## config.mk

```make
export PLATFORM = sky130hd
export DESIGN_NAME = ifu_fetch_queue
export DESIGN_NICKNAME = d
export VERILOG_FILES = /design/src/rtl/ifu_fetch_queue.sv
export SDC_FILE = /design/constraint.sdc
export NUM_CORES = 1
export LEC_CHECK = 0
export CORE_MARGIN = 2
export CORE_UTILIZATION = 61
export DETAILED_ROUTE_END_ITERATION = 16
export PLACE_DENSITY = 0.83
export SYNTH_ARGS = -nofsm -noshare
export SYNTH_HDL_FRONTEND = slang
export SYNTH_SLANG_ARGS = --single-unit
```

## constraint.sdc

```tcl
create_clock -name clk -period 8.7 [get_ports clk]
set_input_delay 1.74 -clock clk [delete_from_list [all_inputs] [get_ports clk]]
set_output_delay 1.74 -clock clk [all_outputs]
set_load 0.005 [all_outputs]
```

## src/rtl/ifu_fetch_queue.sv

```systemverilog
`default_nettype none
// ============================================================================
// Module   : ifu_fetch_queue
// Brief    : Instruction fetch unit with a sequential PC generator, up to
//            QDEPTH outstanding memory requests, and a QDEPTH-entry
//            {pc, instr} queue feeding the decoder. A redirect flushes the
//            queue and discards responses to requests already in flight.
// Options  : define IFU_TRACE_EN to print decode handshakes and redirects.
// Revision : 1.0 - initial release
// ============================================================================
module ifu_fetch_queue #(
  parameter int unsigned     XLEN       = 32,
  parameter logic [XLEN-1:0] RESET_PC   = 32'h00000000,
  parameter logic [XLEN-1:0] IMEM_START = 32'h00000000,
  parameter logic [XLEN-1:0] IMEM_END   = 32'h00000064,
  parameter int unsigned     QDEPTH     = 4
) (
  input  logic            clk,
  input  logic            reset,
  input  logic            redirect_valid,
  input  logic [XLEN-1:0] redirect_target,
  output logic            imem_req_valid,
  output logic [XLEN-1:0] imem_req_addr,
  input  logic            imem_req_ready,
  input  logic            imem_rsp_valid,
  input  logic [XLEN-1:0] imem_rsp_data,
  output logic            dec_valid,
  output logic [XLEN-1:0] dec_pc,
  output logic [XLEN-1:0] dec_instr,
  input  logic            dec_ready,
  output logic            halted
);

  localparam int unsigned PW = $clog2(QDEPTH);
  localparam int unsigned CW = PW + 1;
  localparam logic [CW:0] QDEPTH_W = (CW+1)'(QDEPTH);

  // Window and alignment check on an XLEN+1-bit address so that a pc+4 that
  // carried out of XLEN bits is always rejected.
  function automatic logic is_legal(input logic [XLEN:0] a);
    return (a >= {1'b0, IMEM_START}) && (a <= {1'b0, IMEM_END}) && (a[1:0] == 2'b00);
  endfunction

  // Sequencer state
  logic [XLEN-1:0] r_fetch_pc;
  logic            r_halted;

  // Decode queue
  logic [XLEN-1:0] r_q_pc    [QDEPTH];
  logic [XLEN-1:0] r_q_instr [QDEPTH];
  logic [PW-1:0]   r_q_head;
  logic [PW-1:0]   r_q_tail;
  logic [CW-1:0]   r_count;

  // In-flight pc FIFO; its occupancy always equals r_inflight, including
  // requests whose responses are marked for dropping.
  logic [XLEN-1:0] r_f_pc [QDEPTH];
  logic [PW-1:0]   r_f_head;
  logic [PW-1:0]   r_f_tail;
  logic [CW-1:0]   r_inflight;
  logic [CW-1:0]   r_drop;

  logic [CW:0]     w_occupancy;
  logic            w_req_fire;
  logic            w_rsp_keep;
  logic            w_pop;
  logic [XLEN:0]   w_next_pc;
  logic [CW-1:0]   w_fire_n;
  logic [CW-1:0]   w_rsp_n;
  logic [CW-1:0]   w_keep_n;
  logic [CW-1:0]   w_pop_n;

  assign w_occupancy = {1'b0, r_count} + {1'b0, r_inflight};

  // Issue is blocked during reset, while halted, during a redirect cycle and
  // whenever queued plus outstanding entries already fill the queue.
  assign imem_req_valid = !reset && !r_halted && !redirect_valid && (w_occupancy < QDEPTH_W);
  assign imem_req_addr  = r_fetch_pc;
  assign halted         = r_halted;

  assign w_req_fire = imem_req_valid && imem_req_ready;
  assign w_rsp_keep = imem_rsp_valid && (r_drop == '0) && !redirect_valid;
  assign w_pop      = dec_valid && dec_ready;
  assign w_next_pc  = {1'b0, r_fetch_pc} + (XLEN+1)'(4);

  assign w_fire_n = {{(CW-1){1'b0}}, w_req_fire};
  assign w_rsp_n  = {{(CW-1){1'b0}}, imem_rsp_valid};
  assign w_keep_n = {{(CW-1){1'b0}}, w_rsp_keep};
  assign w_pop_n  = {{(CW-1){1'b0}}, w_pop};

  assign dec_valid = (r_count != '0);
  assign dec_pc    = r_q_pc[r_q_head];
  assign dec_instr = r_q_instr[r_q_head];

  // Control state: pc sequencing, halt, pointers and counters.
  always_ff @(posedge clk or posedge reset) begin
    if (reset) begin
      r_fetch_pc <= RESET_PC;
      r_halted   <= !is_legal({1'b0, RESET_PC});
      r_q_head   <= '0;
      r_q_tail   <= '0;
      r_count    <= '0;
      r_f_head   <= '0;
      r_f_tail   <= '0;
      r_inflight <= '0;
      r_drop     <= '0;
    end else if (redirect_valid) begin
      // Flush the queue; every request still outstanding after this edge
      // returns stale data and is dropped on arrival.
      r_fetch_pc <= redirect_target;
      r_halted   <= !is_legal({1'b0, redirect_target});
      r_q_head   <= '0;
      r_q_tail   <= '0;
      r_count    <= '0;
      r_inflight <= r_inflight - w_rsp_n;
      r_drop     <= r_inflight - w_rsp_n;
      if (imem_rsp_valid) begin
        r_f_head <= r_f_head + 1'b1;
      end
    end else begin
      if (w_req_fire) begin
        r_fetch_pc <= w_next_pc[XLEN-1:0];
        r_f_tail   <= r_f_tail + 1'b1;
        if (!is_legal(w_next_pc)) begin
          r_halted <= 1'b1;
        end
      end
      if (imem_rsp_valid) begin
        r_f_head <= r_f_head + 1'b1;
        if (r_drop != '0) begin
          r_drop <= r_drop - 1'b1;
        end
      end
      if (w_rsp_keep) begin
        r_q_tail <= r_q_tail + 1'b1;
      end
      if (w_pop) begin
        r_q_head <= r_q_head + 1'b1;
      end
      r_inflight <= r_inflight + w_fire_n - w_rsp_n;
      r_count    <= r_count + w_keep_n - w_pop_n;
    end
  end

  // Payload storage: issued pcs and {pc, instr} queue entries.
  always_ff @(posedge clk) begin
    if (w_req_fire) begin
      r_f_pc[r_f_tail] <= r_fetch_pc;
    end
    if (w_rsp_keep && !reset) begin
      r_q_pc[r_q_tail]    <= r_f_pc[r_f_head];
      r_q_instr[r_q_tail] <= imem_rsp_data;
    end
  end

`ifdef IFU_TRACE_EN
  // Trace of decode handshakes and redirects for simulation logs.
  always @(posedge clk) begin
    if (!reset) begin
      if (w_pop) begin
        $display("[IFU] t=%0t pc=%h instr=%h", $time, dec_pc, dec_instr);
      end
      if (redirect_valid) begin
        $display("[IFU] redirect -> %h", redirect_target);
      end
    end
  end
`else
  // Default build carries no trace logic.
`endif

endmodule
`default_nettype wire

```

Yosys cells after proc, flatten, opt, wreduce, memory -nomap -nowiden
Memory sizes are Yosys's and may differ from the RTL's.
Index checks and enable logic that the tools add are counted.
Cells by class
  $add $sub $neg: 12
  $mul: 0
  divide/modulo/power cells: 0
  $lt $le $gt $ge: 4
  equality and inequality tests: 1
  shifts and indexed selects: 0
  muxes and demuxes: 18
  bitwise operators: 1
  reductions and logical operators: 28
Operator list (number)
  32-bit two-way mux: 2
  32-bit by 3-bit adder with 33-bit output, second input constant: 1
  33-bit by 1-bit greater-or-equal comparator with 1-bit output, second input constant: 1
  33-bit by 7-bit less-or-equal comparator with 1-bit output, second input constant: 1
  32-bit by 7-bit less-or-equal comparator with 1-bit output, second input constant: 1
  3-bit two-way mux: 5
  1-bit logical AND: 11
  2-bit nonzero test: 5
  3-bit by 1-bit subtractor with 3-bit output: 3
  2-bit by 1-bit adder with 2-bit output, second input constant: 4
  2-bit two-way mux: 4
  1-bit two-way mux: 7
  3-bit by 1-bit adder with 3-bit output: 2
  2-bit AND reduction: 3
  3-bit nonzero test: 2
  3-bit by 3-bit adder with 4-bit output: 1
  1-bit logical NOT: 4
  2-bit logical NOT: 2
  4-bit by 3-bit < comparator with 1-bit output, second input constant: 1
  3-bit logical NOT: 1
  3-bit by 1-bit subtractor with 3-bit output, second input constant: 1
  2-bit inequality test, second input constant: 1
  1-bit NOT: 1
Word-level totals
  flip-flop bits (word level): 50
  latch bits: 0
  memory bits (writable): 384
  bits in read-only memories: 0
  bits of input ports: 70
  output and inout bits: 99
  logic and storage cells: 76
  memories: 3
Memory list
  r_f_pc: words 4, width 32, read ports 1, clocked after memory_dff 0, write ports 1, line 57  | logic [XLEN-1:0] r_f_pc [QDEPTH];
  r_q_instr: words 4, width 32, read ports 1, clocked after memory_dff 0, write ports 1, line 50  | logic [XLEN-1:0] r_q_instr [QDEPTH];
  r_q_pc: words 4, width 32, read ports 1, clocked after memory_dff 0, write ports 1, line 49  | logic [XLEN-1:0] r_q_pc [QDEPTH];

Depth between registers and ports, before layout
Gate-level depths: netlist of the first run.
  word-level depth: 8
  depth in mapped cells: 17
  gate-level depth less buffers: 13

Worst setup path before layout of the first run
OpenSTA, ideal clock, no wires.
  kind: input -> register
  from: input redirect_valid
  to: memory r_q_instr[0][0], enable pin
  setup time: 429 ps
  arrival: 3865 ps
  setup slack: 4406 ps
  stages on the path: 4
  path buffers: 1
  cells stage by stage: buf_4 -> or2_2 -> nor2_1 -> and2_1
Between the ends
  cells in the longest elaborated chain, start to end: 5
RTL lines
  from (decl): line 20  | input logic redirect_valid,
  1-bit logical NOT: line 82  | assign w_rsp_keep = imem_rsp_valid && (r_drop == '0) && !redirect_valid;
  1-bit logical AND: line 82
  1-bit logical AND: line 150  | if (w_rsp_keep && !reset) begin
  1-bit two-way mux: line 150
  1-bit two-way mux (not written as such): line 152  | r_q_instr[r_q_tail] <= imem_rsp_data;
  to (decl): line 50
No other way between the ends.

Final worst setup path of the first run
  from: input redirect_valid
  to: output imem_req_valid
Between the ends
  cells in the longest elaborated chain, start to end: 3
RTL lines
  1-bit logical NOT: line 77  | assign imem_req_valid = !reset && !r_halted && !redirect_valid && (w_occupancy < QDEPTH_W);
  1-bit logical AND (2 in series): line 77
  to (decl): line 22  | output logic imem_req_valid,
No other way between the ends.

==> impl_metrics.toml, run 1 <==
[final_layout]
layout.nets = 1192
finalNonFillerCells = 1519
syn_to_final_growth_pct = 19.0
multi_input_area_um2 = 4400
drive_above_1_share = 0.175
fillers = 1735
n_antenna_cell = 0
register_area_um2 = 12800
fin_util = 0.732

[synthesis]
synth_top_cells_by_count = "edfxtp_1 (384), mux4_2 (96), dfrtp_1 (50)"
syn_inst = 925
ys_async_sr_fraction = 0.115
syn_area_um2 = 17600
synth.distinct_cells = 67
synth.largest_area_cell = "edfxtp_1"
synth_area_leaders = "edfxtp_1 (66%), mux4_2 (12%), dfrtp_1 (7.1%)"
yosysMostFrequentCell = "edfxtp_1"
yosysWarnings = 0
synth-main-ff-cell = "edfxtp_1"
synth_edf_count = 384
syn_nets = 1017
synth.top_cell.area_share = 0.657
yosysSeqAreaShare = 0.728
ys_ff_latch = 434
syn_area_per_cell_um2 = 19.0

[worst_setup_path]
worstPathArrival_ps = 3280
regToRegEndpoint = "r_inflight[2]"
path_cells = "buf_2 > buf_4 > nor4_1 > and3_1 > clkdlybuf4s50_1"
slowest_stage = "clkdlybuf4s50_1"
critPathKind = "input pin to output port"
rr_worst_depth = 13
cp-start-kind = "input pin"
cp_slowest_stage_delay_ps = 550
critPathCaptureType = "output port"
worstReg2RegStart = "r_count[2]"
cp.required_ps = 6960
reg2reg_slack_ps = 4900
critPathMaxFanout = 55

[grt]
grtUsageTotal = 0.256
grt_max_degree = 66
grt_first_pass_wirelength_mm = 58.4
antenna_found_initial = 0
grt_pass1_vias = 9939
overflow = 0

[drt]
wl_per_cell_um = 24.7
first_iter_violations = 1029
drc = 0
vias = 9565
firstDrtPassIters = 5
vias_per_cell = 6.30
postRouteAntennaNets = 0
wirelength_mm = 37.4

[timing]
finalSetupViolCount = 0
rsz0062_at_grt = "no"
slew_violations = 0
fmax_ghz = 0.199
tightest_slew_ps = 1180
finalSetupTns_ps = 0
finalClockSkew_ps = 14.1
hold_viol = 0
finalCriticalPeriod_ps = 5020
slew_headroom = 0.210
fin_crit_sh = 0.577

[cts]
worstSkewPairLatency_ps = 540
post_cts_buffers = 0
clk_pin_slew_ps = 60
cts_max_level = 2
cts_made_buffers = 44
cts_tree = "built"
hold_buffers = 0
ctsResizeCount = 0
clkSinkCount = 434
clock_path_buffers = 3
root_buffer = "clkbuf_16"

[power_and_ir_drop]
clock_power_share = 0.325
powerDensity_nw_per_um2 = 258
p_comb_frac = 0.192
ir_worst_vdd_uv = 166
internal_power_mw = 4.06
power_leakage_nw = 6.85
seqPwrFrac = 0.483
switchingPower_mw = 1.33
switching_share = 0.247

[die]
core_um2 = 28500
dieArea_um2 = 30200
rows = 62
die_h_um = 174
initial_core_util = 0.615
dieWidth_um = 174
num_io_pins = 169

[run]
maxCapViolations = 0

[hold_path]
holdPathStages = 1
worstHoldEndpoint = "r_inflight[2]"
hp-class = "register to register"
worstHoldStart = "r_inflight[2]"

[place]
dpl.hpwl_mm = 21.2
io_buffers = 168
placedCellCount = 1438
gp_congestion = 0.897

[outcome]
status = "finished, final reports clean"
## logic make-up after synthesis
| kind of cell | share of synthesized area |
|---|---|
| adder cells (fa/ha/maj) | 0.0165 |
| flip-flops | 0.728 |
| multiplexers | 0.126 |
| AND/OR/NAND/NOR | 0.0548 |
| buffers and inverters | 0.0221 |
| XOR/XNOR | 0.0115 |
| AO/OA/AOI/OAI | 0.0408 |
## flip-flops by register name (all words and copies together) (netlist names)
name,cells
r_f_tail,2
r_q_tail,2
r_f_pc,128
r_drop,3
r_count,3
imem_req_addr,32
r_f_head,2
r_q_head,2
r_q_pc,128
r_q_instr,128
r_inflight,3
halted,1
## area by class of cell
| cell class | instances | share of cell area |
|---|---|---|
| Tap cell | 384 | 0.0230 |
| Timing Repair Buffer | 181 | 0.0849 |
| Multi-Input combinational cell | 415 | 0.210 |
| Clock inverter | 22 | 0.00677 |
| Inverter | 24 | 0.00431 |
| Sequential cell | 434 | 0.612 |
| Clock buffer | 59 | 0.0584 |
## placed cells by master (no fill, tap or decap), types with 4 or more instances in the layout
cell type / count
buf_4: 13
a221o_1: 5
inv_1: 22
nor2_1: 25
and3_1: 6
nand3_1: 15
clkbuf_16: 46
nor3_1: 11
mux4_2: 96
clkbuf_1: 11
clkinv_1: 9
edfxtp_1: 384
xnor2_1: 16
nor4_1: 15
o21ai_0: 34
dfrtp_1: 46
or3_1: 5
xor2_1: 7
a21oi_1: 15
and2_1: 7
ha_1: 20
nand4_1: 7
nand2_1: 40
a31oi_1: 8
and2_4: 4
clkdlybuf4s50_1: 167
o311ai_1: 10
clkinv_2: 9
nor2b_1: 4
a22oi_1: 5
## power groups by stage
stage / Combinational (mW) / Sequential [mW] / Clock, mW
finish: 1.04 / 2.60 / 1.75
global placement: 1.01 / 2.64 / 0
global route: 1.12 / 2.62 / 1.87
CTS: 1.05 / 2.61 / 1.79
detailed placement: 1.04 / 2.65 / 0
floorplan: 0.707 / 2.52 / 0
## critical path, delay by kind of cell
family / cells / cell delay (ps)
buffers and inverters: 3 / 930
AND/OR/NAND/NOR: 2 / 600
## routing by layer
metal / GRT usage / routed length (um) / up-vias / share of wire
met4: 0.0781 / 932 / 0 / 0.025
met2: 0.422 / 18700 / 531 / 0.50
met1: 0.359 / 14700 / 4851 / 0.39
li1: - / - / 4118 / -
met5: 0 / 0 / - / 0
met3: 0.0436 / 3090 / 65 / 0.082
## through the flow
| stage | setup WS (ps) | cell area, um2 | hold slack [ps] | power, mW |
|---|---|---|---|---|
| 2_1_floorplan | 4410 | 17600 | 484 | 3.23 |
| 3_5_place_dp | 3400 | 19500 | 528 | 3.68 |
| 3_3_place_gp | 3540 | 19500 | 527 | 3.65 |
| 4_1_cts | 3640 | 20900 | 537 | 5.44 |
| 6_report | 3680 | 20900 | 542 | 5.39 |
| 5_1_grt | 3480 | 20900 | 566 | 5.61 |
## worst max-delay path by stage
stage,start,end,cells past startpoint
after global routing,r_q_head[0],dec_pc[22],3
after detailed placement,redirect_valid,r_inflight[2],14
after CTS,r_q_head[0],dec_pc[22],3
after global placement,redirect_valid,r_inflight[2],14
final,redirect_valid,imem_req_valid,5
after floorplan,redirect_valid,r_q_instr[0][0],4
Power figures use the tool's default switching activity.
==> run 2: changes to the inputs <==
CORE_UTILIZATION = 52   (was 61)
PLACE_DENSITY = 0.75   (was 0.83)
clock period = 4.4 ns   (was 8.7 ns; I/O delays follow)
==> run 2 against run 1 <==
Against the previous run:
- hold slack got worse by 11 ps
- sequential power rose by 100%
- critical path depth fell by 2
- die area rose by 17%
- largest power group unchanged
- global-route usage fell by 4.8 points
- sequential share of layout area fell by 0.42 points
- core utilization fell by 10 points
==> impl_metrics.toml, run 2 (same netlist as run 1, synthesis figures left out) <==
[final_layout]
layout.cells.most_common = "edfxtp_1"
layout.cells.most_common_list = "edfxtp_1 (384), clkdlybuf4s50_1 (167), mux4_2 (96), dfrtp_1 (46), clkbuf_16 (45)"
n_antenna_cell = 0
finalNonFillerCells = 1591
drive_above_1_share = 0.176
layout.nets = 1201
reg_top3 = "r_f_pc x128, r_q_instr x128, r_q_pc x128"
multi_input_area_um2 = 4400
fillers = 2360
syn_to_final_growth_pct = 19.9
finalInstanceArea_um2 = 21000
register_area_um2 = 12800

[place]
gp_congestion = 0.854
placedCellCount = 1511
dpl.hpwl_mm = 22.8
place_area_um2 = 19700
io_buffers = 168

[timing]
fmax_ghz = 0.276
fin_crit_sh = 0.823
finalSetupViolCount = 0
slew_violations = 0
finalClockSkew_ps = 14.3
hold_viol = 0
slew_headroom = 0.346
tightest_slew_ps = 981
rsz0062_at_grt = "no"
finalCriticalPeriod_ps = 3620
finalSetupTns_ps = 0

[die]
num_io_pins = 169
dieArea_um2 = 35200
dieWidth_um = 188
initial_core_util = 0.526
die_h_um = 188
rows = 67
core_um2 = 33400

[run]
maxCapViolations = 0

[cts]
root_buffer = "clkbuf_16"
clock_path_buffers = 3
ctsResizeCount = 0
post_cts_buffers = 0
worstSkewPairLatency_ps = 540
hold_buffers = 0
clk_pin_slew_ps = 60
cts_tree = "built"
clkSinkCount = 434
cts_made_buffers = 44
cts_max_level = 2

[worst_setup_path]
cp-start-kind = "register"
critPathCaptureType = "output port"
worstPathArrival_ps = 2740
cp.required_ps = 3520
critPathMaxFanout = 24
critPathKind = "register to output port"

[grt]
overflow = 0
grt_pass1_vias = 9428
grt_first_pass_wirelength_mm = 56.0
antenna_found_initial = 0
grt_max_degree = 66
grtUsageTotal = 0.208

[power_and_ir_drop]
ir_worst_vdd_uv = 305
powerDensity_nw_per_um2 = 502
power_leakage_nw = 6.87

[drt]
vias_per_cell = 5.89
drc = 0
wirelength_mm = 36.4
firstDrtPassIters = 5
first_iter_violations = 968
vias = 9369
postRouteAntennaNets = 0
wl_per_cell_um = 22.9

[hold_path]
hp-class = "register to register"

[outcome]
status = "finished, final reports clean"
-- run 2: cell count changes in the layout (fill, tap and decap cells not counted) --
cell / before / now
dfrtp_4: 1 / 2
clkbuf_16: 46 / 45
clkinv_1: 9 / 11
buf_12: 0 / 5
dfrtp_2: 3 / 2
bufinv_16: 1 / 0
clkbuf_1: 11 / 15
buf_4: 13 / 17
clkbuf_8: 2 / 1
clkinv_2: 9 / 4
inv_6: 0 / 1
-- run 2: critical path, stage by stage, from the launching register on --
cell             delay (ps)
dfrtp_4                 750
buf_4                   360
mux4_2                  600
clkdlybuf4s50_1         480
-- run 2: final timing paths --
kind / from / to / slack (ps) / depth (start not counted)
min reg2reg: r_inflight[2] / r_inflight[2] / 530 / 1
max: r_q_head[0] / dec_pc[7] / 780 / 3
max in group asynchronous: reset / imem_req_addr[23] / 2750 / 3
min: r_inflight[2] / r_inflight[2] / 530 / 1
max reg2reg: imem_req_addr[2] / halted / 1140 / 7
min in group asynchronous: reset / r_inflight[2] / 920 / 2
-- run 2: area by class of cell --
type                    instances  share of cell area
flip-flops and latches        434               0.608
inverters                      24             0.00428
multi-input cells             415               0.209
clock inverters                19             0.00488
repair buffers                190              0.0905
well taps                     448              0.0266
clock buffers                  61              0.0568
-- run 2: power by group --
group | internal [mW] | total (mW) | leakage, nW | switching (mW)
Sequential | 4.81 | 5.21 | 4.06 | 0.403
Combinational | 1.23 | 2.01 | 2.19 | 0.781
Clock | 1.90 | 3.35 | 0.628 | 1.45
Total | 7.94 | 10.6 | 6.87 | 2.63
-- run 2: metal layers --
metal / global-route usage / part of all wire
met3: 0.0361 / 0.068
met5: 0 / 0
met1: 0.302 / 0.43
met2: 0.332 / 0.48
met4: 0.0569 / 0.024
-- run 2: per-stage QoR --
stage	util	power (mW)	worst slack (ps)	hold WS, ps
3_3_place_gp	0.592	7.30	890	517
6_report	0.631	10.6	780	531
3_5_place_dp	0.592	7.34	819	526
5_1_grt	0.631	11.0	633	555
4_1_cts	0.631	10.7	688	533
2_1_floorplan	-	6.39	966	484
==> run 3: changes to the inputs <==
CORE_UTILIZATION = 57   (was 52)
PLACE_DENSITY = 0.79   (was 0.75)
clock period = 3.34 ns   (was 4.4 ns; I/O delays follow)
==> run 3 against run 2 <==
Against the previous run:
- sequential share of layout area is 0.64 points lower
- register-to-register slack worse by 620 ps
- critical path depth stayed put
- final cell count shrank 2.6%
- largest cell class unchanged
==> impl_metrics.toml, run 3 (same netlist as run 1, synthesis figures left out) <==
[die]
dieArea_um2 = 32200
rows = 64
core_um2 = 30400
num_io_pins = 169
initial_core_util = 0.577
die_h_um = 179
dieWidth_um = 179

[drt]
firstDrtPassIters = 5
drc = 0
vias_per_cell = 6.23
wirelength_mm = 38.3
vias = 9657
postRouteAntennaNets = 0
wl_per_cell_um = 24.7
first_iter_violations = 1018

[power_and_ir_drop]
ir_worst_vdd_uv = 340
clock_power_share = 0.333
switchingPower_mw = 3.56
power_leakage_nw = 7.01
totalPowerFinal_mw = 14.4
powerDensity_nw_per_um2 = 677
p_comb_frac = 0.204
seqPwrFrac = 0.463
internal_power_mw = 10.8
switching_share = 0.247

[timing]
finalClockSkew_ps = 21.6
tightest_slew_ps = 1150
fin_crit_sh = 0.917
hold-worst-slack_ps = 553
finalCriticalPeriod_ps = 3060
finalSetupTns_ps = 0
rsz0062_at_grt = "no"
slew_headroom = 0.227
setup_ws_ps = 277
fmax_ghz = 0.326
finalSetupViolCount = 0
hold_viol = 0
slew_violations = 0

[place]
gp_congestion = 0.897
pre_cts_slack_ps = 138
dpl.hpwl_mm = 22.6
io_buffers = 168

[cts]
hold_buffers = 0
post_cts_buffers = 0
cts_tree = "built"
cts_made_buffers = 44
clk_pin_slew_ps = 60
clock_path_buffers = 3
ctsResizeCount = 0
worstSkewPairLatency_ps = 540
clkSinkCount = 434
root_buffer = "clkbuf_16"
cts_max_level = 2

[worst_setup_path]
cp.required_ps = 2670
cp-start-kind = "register"
critPathKind = "register to output port"
rr_worst_depth = 13
critPathMaxFanout = 16
reg2reg_slack_ps = 520
worstReg2RegStart = "r_inflight[1]"
critPathCaptureType = "output port"
worstPathArrival_ps = 2400
regToRegEndpoint = "r_inflight[2]"

[final_layout]
n_antenna_cell = 0
layout.nets = 1212
reg_top3 = "r_f_pc x128, r_q_instr x128, r_q_pc x128"
layout.cells.most_common_list = "edfxtp_1 (384), clkdlybuf4s50_1 (167), mux4_2 (96), clkbuf_16 (46), dfrtp_1 (46)"
syn_to_final_growth_pct = 21.1
layout.cells.most_common = "edfxtp_1"
drive_above_1_share = 0.190

[run]
maxCapViolations = 0

[hold_path]
hp-class = "register to register"
worstHoldEndpoint = "r_f_tail[0]"
holdPathStages = 1
worstHoldStart = "r_f_tail[0]"

[outcome]
status = "finished, final reports clean"

[grt]
overflow = 0
grt_first_pass_wirelength_mm = 59.0
grtUsageTotal = 0.240
grt_pass1_vias = 9908
grt_max_degree = 55
antenna_found_initial = 0
-- run 3: cell count changes in the layout (fill, tap and decap cells not counted), sizes merged --
cell,delta
bufinv,+4
buf,+11
clkbuf,-7
clkinv,+2
clkinvlp,+1
-- run 3: worst max-delay path: stages, from the launching register on --
cell,delay (ps)
dfrtp_4,610
buf_4,360
mux4_2,400
clkdlybuf4s50_1,480
-- run 3: worst max-delay path by stage --
stage,slack [ps],start,to
final,280,r_q_head[1],dec_pc[30]
after floorplan,120,redirect_valid,r_q_instr[0][0]
after global placement,260,reset,imem_req_addr[12]
after global routing,190,r_q_head[0],dec_pc[6]
after CTS,240,r_q_head[0],dec_pc[6]
after detailed placement,140,reset,r_inflight[2]
-- run 3: power by group through the flow --
stage	combinational (mW)	sequential (mW)	clock (mW)
3_3_place_gp	2.88	6.77	0
4_1_cts	2.98	6.67	4.88
5_1_grt	3.18	6.71	5.08
3_5_place_dp	2.96	6.78	0
2_1_floorplan	1.84	6.58	0
6_report	2.93	6.67	4.80
-- run 3: stage by stage --
| step | std cells | util | cell area, um2 |
|---|---|---|---|
| 2_1_floorplan | 925 | - | 17600 |
| 3_3_place_gp | 1470 | 0.652 | 19800 |
| 3_5_place_dp | 1470 | 0.652 | 19800 |
| 4_1_cts | 1550 | 0.699 | 21300 |
| 5_1_grt | 1550 | 0.699 | 21300 |
| 6_report | 1550 | 0.699 | 21300 |
-- run 3: area by class of cell --
cell class	instances	area, um2
sequential	434	12800
tap	396	495
inverter	24	90.1
clock inverter	26	236
multi-input combinational	415	4400
fill	1922	9160
clock buffer	54	1180
timing repair buffer	201	2070
-- run 3: metal layers --
layer  global-route usage  up-vias  share of wire
met1                0.333     4937           0.41
li1                     -     4151              -
met5                    0        -              0
met4               0.0790        0          0.031
met2                0.387      479           0.49
met3               0.0504       90          0.071
